$ cat src/rtl/trace_pkg.sv
// Shared constants and types for the retire-event trace buffer.
// Provides the default sizing, the channel assignment and the packed trace entry layout.
package trace_pkg;

  localparam int TRC_NUM_CH  = 3;
  localparam int TRC_DEPTH   = 16;
  localparam int TRC_DATA_W  = 64;
  localparam int TRC_STAMP_W = 16;
  localparam int TRC_CH_W    = $clog2(TRC_NUM_CH);

  localparam logic [TRC_CH_W-1:0] TRC_CH_GPR  = TRC_CH_W'(0);
  localparam logic [TRC_CH_W-1:0] TRC_CH_HILO = TRC_CH_W'(1);
  localparam logic [TRC_CH_W-1:0] TRC_CH_MEM  = TRC_CH_W'(2);

  typedef struct packed {
    logic [TRC_CH_W-1:0]    ch;
    logic [TRC_STAMP_W-1:0] stamp;
    logic [TRC_DATA_W-1:0]  payload;
  } trace_entry_t;

endpackage

$ cat src/rtl/trace_rr_arbiter.sv
// Round-robin single grant across NUM_CH requesters.
// The pointer holds the last winner; the search starts strictly after it.
module trace_rr_arbiter #(
  parameter int NUM_CH = 3
) (
  input  logic                      clk_i,
  input  logic                      rst_i,
  input  logic                      flush_i,
  input  logic                      en_i,
  input  logic [NUM_CH-1:0]         req_i,
  output logic                      gnt_valid_o,
  output logic [$clog2(NUM_CH)-1:0] gnt_idx_o
);

  localparam int IDX_W = $clog2(NUM_CH);
  localparam logic [IDX_W-1:0] LAST_IDX = IDX_W'(NUM_CH - 1);

  logic [IDX_W-1:0] rrPtr_q, rrPtr_d;
  logic [IDX_W-1:0] cand, pick;
  logic             found;

  always_comb begin
    found = 1'b0;
    pick  = '0;
    cand  = rrPtr_q;
    for (int off = 0; off < NUM_CH; off++) begin
      cand = (cand == LAST_IDX) ? '0 : cand + IDX_W'(1);
      if (!found && req_i[cand]) begin
        found = 1'b1;
        pick  = cand;
      end
    end
  end

  assign gnt_valid_o = en_i && found;
  assign gnt_idx_o   = pick;
  assign rrPtr_d     = gnt_valid_o ? pick : rrPtr_q;

  // Reset and flush park the pointer on the last channel so channel 0 wins first.
  always_ff @(posedge clk_i) begin
    if (rst_i || flush_i) begin
      rrPtr_q <= LAST_IDX;
    end else begin
      rrPtr_q <= rrPtr_d;
    end
  end

endmodule

$ cat src/rtl/trace_event_buffer.sv
// Commit-event trace buffer: per-channel staging registers drained round-robin into a FIFO.
// Define TRACE_SIGNATURE_EN to build the running 32-bit pop signature; otherwise sig_out is 0.
module trace_event_buffer
  import trace_pkg::*;
#(
  parameter int NUM_CH  = TRC_NUM_CH,
  parameter int DEPTH   = TRC_DEPTH,
  parameter int DATA_W  = TRC_DATA_W,
  parameter int STAMP_W = TRC_STAMP_W
) (
  input  logic                      clk_50M,
  input  logic                      reset_btn,
  input  logic                      clear,
  input  logic [NUM_CH-1:0]         ev_valid,
  input  logic [NUM_CH*DATA_W-1:0]  ev_payload,
  output logic                      out_valid,
  input  logic                      out_ready,
  output logic [$clog2(NUM_CH)-1:0] out_ch,
  output logic [DATA_W-1:0]         out_payload,
  output logic [STAMP_W-1:0]        out_stamp,
  output logic [$clog2(DEPTH):0]    level,
  output logic                      overflow,
  output logic [15:0]               drop_count,
  output logic [31:0]               sig_out
);

  localparam int CH_W = $clog2(NUM_CH);
  localparam int AW   = $clog2(DEPTH);

  // Same field layout as trace_entry_t, resized to this instance's parameters.
  typedef struct packed {
    logic [CH_W-1:0]    ch;
    logic [STAMP_W-1:0] stamp;
    logic [DATA_W-1:0]  payload;
  } entry_t;

  logic [STAMP_W-1:0] stamp_q;
  logic [NUM_CH-1:0]  stageValid_q, stageValid_d, stageLoad, stageDrop, stageGnt;
  logic [DATA_W-1:0]  stagePayload_q [NUM_CH];
  logic [STAMP_W-1:0] stageStamp_q [NUM_CH];
  entry_t             fifoMem_q [DEPTH];
  entry_t             headEntry;
  logic [AW-1:0]      wrPtr_q, rdPtr_q;
  logic [AW:0]        level_q, level_d;
  logic               overflow_q, overflow_d;
  logic [15:0]        dropCount_q, dropCount_d;
  logic [16:0]        dropSum;
  logic               fifoFull, push, pop, gntValid;
  logic [CH_W-1:0]    gntIdx;

  assign fifoFull  = (level_q == (AW+1)'(DEPTH));
  assign out_valid = (level_q != '0);
  assign pop       = out_valid && out_ready;
  assign push      = gntValid;

  trace_rr_arbiter #(.NUM_CH(NUM_CH)) u_arb (
    .clk_i       (clk_50M),
    .rst_i       (reset_btn),
    .flush_i     (clear),
    .en_i        (!clear && (!fifoFull || pop)),
    .req_i       (stageValid_q),
    .gnt_valid_o (gntValid),
    .gnt_idx_o   (gntIdx)
  );

  // A stage may refill in the same cycle it is granted; otherwise a busy stage drops.
  always_comb begin
    stageGnt  = '0;
    stageLoad = '0;
    stageDrop = '0;
    for (int i = 0; i < NUM_CH; i++) begin
      stageGnt[i] = gntValid && (gntIdx == CH_W'(i));
      if (ev_valid[i] && !clear) begin
        if (!stageValid_q[i] || stageGnt[i]) stageLoad[i] = 1'b1;
        else                                 stageDrop[i] = 1'b1;
      end
    end
    stageValid_d = clear ? '0 : ((stageValid_q & ~stageGnt) | stageLoad);
  end

  always_comb begin
    dropSum = {1'b0, dropCount_q};
    for (int i = 0; i < NUM_CH; i++) begin
      dropSum = dropSum + 17'(stageDrop[i]);
    end
    dropCount_d = dropSum[16] ? 16'hFFFF : dropSum[15:0];
    overflow_d  = overflow_q | (|stageDrop);
    level_d     = level_q;
    case ({push, pop})
      2'b10:   level_d = level_q + (AW+1)'(1);
      2'b01:   level_d = level_q - (AW+1)'(1);
      default: level_d = level_q;
    endcase
    if (clear) begin
      dropCount_d = '0;
      overflow_d  = 1'b0;
      level_d     = '0;
    end
  end

  always_ff @(posedge clk_50M) begin
    if (reset_btn) begin
      stamp_q      <= '0;
      stageValid_q <= '0;
      wrPtr_q      <= '0;
      rdPtr_q      <= '0;
      level_q      <= '0;
      overflow_q   <= 1'b0;
      dropCount_q  <= '0;
    end else begin
      stamp_q      <= stamp_q + STAMP_W'(1);
      stageValid_q <= stageValid_d;
      level_q      <= level_d;
      overflow_q   <= overflow_d;
      dropCount_q  <= dropCount_d;
      if (clear) begin
        wrPtr_q <= '0;
        rdPtr_q <= '0;
      end else begin
        if (push) wrPtr_q <= wrPtr_q + AW'(1);
        if (pop)  rdPtr_q <= rdPtr_q + AW'(1);
      end
    end
  end

  // Datapath storage needs no reset: occupancy and pointers decide what is visible.
  always_ff @(posedge clk_50M) begin
    for (int i = 0; i < NUM_CH; i++) begin
      if (stageLoad[i]) begin
        stagePayload_q[i] <= ev_payload[i*DATA_W +: DATA_W];
        stageStamp_q[i]   <= stamp_q;
      end
    end
    if (push) begin
      fifoMem_q[wrPtr_q] <= '{ch: gntIdx, stamp: stageStamp_q[gntIdx], payload: stagePayload_q[gntIdx]};
    end
  end

  assign headEntry   = fifoMem_q[rdPtr_q];
  assign out_ch      = out_valid ? headEntry.ch      : '0;
  assign out_payload = out_valid ? headEntry.payload : '0;
  assign out_stamp   = out_valid ? headEntry.stamp   : '0;
  assign level       = level_q;
  assign overflow    = overflow_q;
  assign drop_count  = dropCount_q;

`ifdef TRACE_SIGNATURE_EN
  logic [31:0] sig_q, sigFold;

  always_comb begin
    sigFold = 32'({out_stamp, out_ch});
    for (int w = 0; w < DATA_W / 32; w++) begin
      sigFold = sigFold ^ out_payload[w*32 +: 32];
    end
  end

  always_ff @(posedge clk_50M) begin
    if (reset_btn || clear) begin
      sig_q <= '0;
    end else if (pop) begin
      sig_q <= {sig_q[30:0], sig_q[31]} ^ sigFold;
    end
  end

  assign sig_out = sig_q;
`else
  assign sig_out = '0;
`endif

endmodule

$ cat config.mk
export PLATFORM = sky130hd
export DESIGN_NAME = trace_event_buffer
export DESIGN_NICKNAME = d
export VERILOG_FILES = /design/src/rtl/trace_pkg.sv /design/src/rtl/trace_rr_arbiter.sv /design/src/rtl/trace_event_buffer.sv
export SDC_FILE = /design/constraint.sdc
export NUM_CORES = 1
export LEC_CHECK = 0
export CAP_MARGIN = 5
export CORE_UTILIZATION = 40
export DETAILED_ROUTE_END_ITERATION = 7
export PLACE_DENSITY = 0.61
export SYNTH_ARGS = -nofsm -noshare
export SYNTH_HDL_FRONTEND = slang
export SYNTH_SLANG_ARGS = --single-unit
export TNS_END_PERCENT = 50
$ cat constraint.sdc
create_clock -name clk_50M -period 8.2 [get_ports clk_50M]
set_input_delay 2.05 -clock clk_50M [delete_from_list [all_inputs] [get_ports clk_50M]]
set_output_delay 2.05 -clock clk_50M [all_outputs]
set_load 0.01 [all_outputs]
After elaboration in Yosys (flattened, before gate mapping)
Memories as Yosys holds them, arrays and structs flattened. A register that Yosys moved wholly into a read port is not among the register bits.
Index checks and enable logic that the tools add are counted.
Word-level totals
  register bits: 51
  memory bits (writable): 1552
  output and inout bits: 137
  word-level logic and storage cells: 107
  memories kept: 3
Operators by class
  add/subtract/negate cells: 11
  magnitude comparators: 3
  eq/ne operators: 8
  muxes and demuxes: 42
  bitwise gates (word level): 4
  reductions and logical operators: 28
Memories
  fifoMem_q: words 16, width 82, read ports 1, clocked after memory_dff 1, wr ports 1, line trace_event_buffer.sv:41  | entry_t fifoMem_q [DEPTH];
  stagePayload_q: words 3, width 64, read ports 1, clocked after memory_dff 0, wr ports 3, line trace_event_buffer.sv:39  | logic [DATA_W-1:0] stagePayload_q [NUM_CH];
  stageStamp_q: words 3, width 16, read ports 1, clocked after memory_dff 0, wr ports 3, line trace_event_buffer.sv:40  | logic [STAMP_W-1:0] stageStamp_q [NUM_CH];
Operator list (number)
  2-to-1 mux 64 bit: 1
  adder 17 x 1 -> 17 bit: 2
  2-to-1 mux 16 bit: 2
  2-to-1 mux 1 bit: 26
  adder 16 x 1 -> 17 bit: 1
  adder 16 x 1 -> 16 bit (second input constant): 1
  2-to-1 mux 2 bit: 7
  logical AND 1 bit: 11
  equality test 2 bit (second input constant): 5
  one-hot mux 5 bit (2 select lines): 1
  < comparator 2 x 3 -> 1 bit (second input constant): 3
  adder 4 x 1 -> 4 bit (second input constant): 2
  2-to-1 mux 4 bit: 2
  logical NOT 1 bit: 7
  adder 2 x 1 -> 2 bit (second input constant): 3
  binary-select mux 1 bit (select 2 bit): 3
  adder 5 x 1 -> 5 bit (second input constant): 1
  equality test 5 bit (second input constant): 1
  logical OR 1 bit: 5
  nonzero test 5 bit: 1
  subtractor 5 x 1 -> 5 bit (second input constant): 1
  equality test 2 x 1 -> 1 bit (second input constant): 2
  bitwise AND 3 bit: 1
  inverter 3 bit: 1
  other kinds (6): 6

Logic depth before layout (Yosys ltp)
  depth after elaboration: 20
  depth in mapped cells: 13

Cells and area by module
From an unflattened synthesis, not the netlist that was laid out.
Unflattened totals
  cell total of the unflattened synthesis: 2871
  area total of the unflattened synthesis: 61517.8 um^2
Modules (own cells, without submodules)
  trace_event_buffer: instances 1, cells each 2854, area each 61373.9 um^2, sequential area each 47665.7 um^2
  trace_rr_arbiter: instances 1, cells each 17, area each 143.9 um^2, sequential area each 40.0 um^2

Worst setup path after synthesis
Ideal clock, no wire load.
  path kind: input-to-reg
  start point: input out_ready
  end point: memory fifoMem_q[0][0] in the netlist's numbering, enable pin
  library setup time: 0.623 ns
  arrival time: 8.252 ns
  data required time: 7.577 ns
  path slack: -0.675 ns
  cell stages on the path: 5
  path buffers: 1
  cells stage by stage: nor2b_1 > a211oi_1 > buf_2 > nand2_1 > nor3_1
Between the ends
  word-level cells in the longest chain between the ends: 6
RTL lines
  start, declared: line trace_event_buffer.sv:17  | input logic out_ready,
  logical AND 1 bit: line trace_event_buffer.sv:53  | assign pop = out_valid && out_ready;
  logical OR 1 bit: line trace_event_buffer.sv:60  | .en_i (!clear && (!fifoFull || pop)),
  logical AND 1 bit: line trace_event_buffer.sv:60
  logical AND 1 bit: line trace_rr_arbiter.sv:35  | assign gnt_valid_o = en_i && found;
  2-to-1 mux 1 bit: line trace_event_buffer.sv:134  | if (push) begin
  2-to-1 mux 1 bit (not written as such): line trace_event_buffer.sv:135  | fifoMem_q[wrPtr_q] <= '{ch: gntIdx, stamp: stageStamp_q[gntIdx], payload: stagePayload_q[gntIdx]};
  end, declared: line trace_event_buffer.sv:41
Every way passes these cells.

Worst setup path after layout
  start point: register level_q[0], in the netlist level[0]
  end point: output out_payload[13]
Between the ends
  word-level cells in the longest chain between the ends: 2
RTL lines
  start, declared: line trace_event_buffer.sv:44  | logic [AW:0] level_q, level_d;
  start signal, assigned: line trace_event_buffer.sv:113  | level_q <= level_d;
  nonzero test 5 bit: line trace_event_buffer.sv:52  | assign out_valid = (level_q != '0);
  2-to-1 mux 64 bit: line trace_event_buffer.sv:141  | assign out_payload = out_valid ? headEntry.payload : '0;
  end, declared: line trace_event_buffer.sv:19  | output logic [DATA_W-1:0] out_payload,
Every way passes these cells.

==> reports/metrics.yaml <==
critical_path:
  start_kind: "flop"
  endpoint_kind: "output pin"
  crit_fanout: 39
  cp.arrival_ns: 4.08
  required_ns: 6.15
  crit_type: "flop to output pin"
layout:
  regArea_um2: 47700
  area_growth_pct: 18.2
  nFillCells: 12595
  drive_gt1_share_pct: 19.5
  stdcell_count: 5507
  layout.nets: 3561
  fin_util_pct: 47.6
  multi_input_area_um2: 12800
global_routing:
  first_global_vias: 30640
  grt_start_max_net_pins: 163
  grt_pass1_wl_um: 204000
  antenna_found_initial: 3
  grt_usage_pct: 18.3
  grt-ovfl-total: 0
drt:
  dr.first_iter.drc_count: 2287
  vias_per_cell: 5.36
  postRouteAntennaNets: 0
  wl_per_cell_um: 25.5
  routed_wl_um: 141000
  dr.pass1.iters: 7
  vias: 29511
  drt_drc_violations_left: 0
cts:
  cts-root-buf: "clkbuf_16"
  post_cts_buffers: 0
  clkSlewWorstSetupHoldPaths_ns: 0.06
  clk_path_buf_depth: 3
  cts_resized: 0
  clock-sinks: 1607
  cts_tree: "done"
  holdBufCountCts: 0
  clock_latency_ns: 0.79
  cts-buffers-inserted: 164
  h-tree-depth: 4
die:
  die-area_um2: 154000
  rows: 143
  die_h_um: 393
  initial_core_util_pct: 40.3
  core_area_um2: 152000
  die_w_um: 393
  ioPinCount: 336
placement:
  placed_cells: 5196
  place.gp.congestion: 0.738
  dp.final_hpwl_um: 68000
  portBuffers: 303
power:
  p_int_uw: 13500
  switching_share_pct: 20.7
  p_sw_uw: 3520
  vdd_drop_max_v: 0.000192
  leakage_uw: 0.0219
  comb_power_share_pct: 3.7
  power_uw: 17000
  p_seq_share_pct: 54.2
  pwr-share-clk_pct: 42.0
  pwr_density_cell_nw_per_um2: 235
sta:
  tightest_slew_ns: 1.25
  slew_viol_final: 0
  whs_ns: 0.491
  tns_ns: 0
  setup_violations: 0
  hold_viol: 0
  rsz0062_at_grt: "no"
  period_minus_slack_ns: 6.13
  skew_ns: 0.0280
  fin_crit_sh_pct: 74.7
  relSlewSlack_pct: 16.1
  fmax_ghz: 0.163
synth:
  ys_ff_latch: 1607
  syn_avg_cell_area_um2: 20.8
  synth_cell_types: 51
  yosysWarnings: 0
  yosysMostFrequentCell: "edfxtp_1"
  synth_top_area_share_pct: 76.3
  netlist_area_um2: 61100
  synth-main-ff-cell: "edfxtp_1"
  synth_top_cell_by_area: "edfxtp_1"
  synth_area_leaders: "edfxtp_1 76%, mux4_2 12%, mux2i_1 2.7%"
  synthArstFlopShare_pct: 0
  yosysSeqAreaShare_pct: 78.1
  synth_common_cells: "1,552 x edfxtp_1, 328 x mux4_2, 182 x nand2_1"
  syn_inst: 2943
  synth_edf_count: 1552
worst_hold_path:
  hp-class: "flop to flop"
status:
  status: "completed"
run:
  max-cap-violations: 0
==> worst paths after layout <==
check	end	from	cells past startpoint	slack, ns
setup / recovery	out_payload[13]	level[0]	6	2.07
hold / removal	stamp_q[0]	stamp_q[0]	1	0.49
setup reg to reg	drop_count[9]	level[0]	12	4.28
hold reg to reg	stamp_q[0]	stamp_q[0]	1	0.49
==> cells in the final DEF, fill, tap and decap left out, drive strengths merged, types with 3 or more instances in the layout <==
cell | synthesis | final
a21boi | 3 | 3
a21oi | 28 | 28
a31oi | 81 | 81
and3 | 4 | 4
buf | 120 | 82
bufinv | 0 | 8
clkbuf | 64 | 220
clkdlybuf4s50 | 0 | 303
clkinv | 0 | 57
clkinvlp | 0 | 5
conb | 1 | 32
dfxtp | 55 | 55
diode | 0 | 3
edfxtp | 1552 | 1552
fa | 3 | 3
ha | 12 | 12
inv | 20 | 29
mux2i | 165 | 165
mux4 | 328 | 328
nand2 | 182 | 182
nand2b | 3 | 3
nand3 | 12 | 12
nand4 | 6 | 6
nor2 | 133 | 133
nor2b | 7 | 7
nor3 | 11 | 11
nor4 | 5 | 5
o21ai | 11 | 11
o22ai | 83 | 83
or3 | 7 | 7
xnor2 | 13 | 13
xor2 | 16 | 16
==> cells by family (layout without fill, tap and decap cells) <==
group / count (synthesis) / after routing / share of synthesized area (%)
XOR/XNOR: 29 / 29 / 0.416
adder cells (fa/ha/maj): 15 / 15 / 0.344
buffers and inverters: 204 / 704 / 1.61
AND/OR/NAND/NOR: 379 / 379 / 2.60
multiplexers: 493 / 493 / 14.8
other: 1 / 35 / 0.00614
AO/OA/AOI/OAI: 215 / 215 / 2.17
flip-flops: 1607 / 1607 / 78.1
==> cell type report <==
type	count	share of cell area, %
tap	2030	3.52
timing repair buffer	391	5.55
multi-input combinational	1163	17.7
antenna	3	0.0104
inverter	20	0.107
sequential	1607	66.1
clock buffer	214	6.06
clock inverter	79	1.04
==> per-layer routing <==
layer	vias up	routed length [um]	GRT usage (%)
met5	-	0	0
met4	0	2880	5.34
met3	198	7320	2.85
met2	840	71200	31.1
met1	15667	59200	24.4
li1	12806	-	-
==> stage by stage <==
| step | cell area (um^2) | setup slack (ns) |
|---|---|---|
| after floorplan | 61200 | -0.598 |
| after global placement | 67000 | 2.47 |
| after detailed placement | 67000 | 2.44 |
| after CTS | 72100 | 2.04 |
| after global routing | 72200 | 1.95 |
| final | 72200 | 2.07 |
==> power by group through the flow <==
stage / combinational (uW) / sequential (uW) / clock, uW
2_1_floorplan: 313 / 9380 / 0
5_1_grt: 691 / 9210 / 7590
3_3_place_gp: 625 / 9380 / 0
3_5_place_dp: 637 / 9380 / 0
4_1_cts: 638 / 9210 / 7300
6_report: 634 / 9210 / 7130
==> worst max-delay path, cell delays in order (launching register included) <==
cell,delay [ns]
dfxtp_1,0.38
nor4_4,0.40
nand2_1,0.26
nand2_4,0.72
buf_4,0.56
o22ai_1,0.31
clkdlybuf4s50_1,0.56
==> registers in the layout (all words and copies together), names as in the netlist, named ones only <==
name	count
stageValid_q	3
stagePayload_q	192
drop_count	16
stageStamp_q	48
wrPtr_q	4
stamp_q	16
overflow	1
fifoMem_q	1312
u_arb.rrPtr_q	2
rdPtr_q	4
level	5
(Power assumes the default switching activity.)
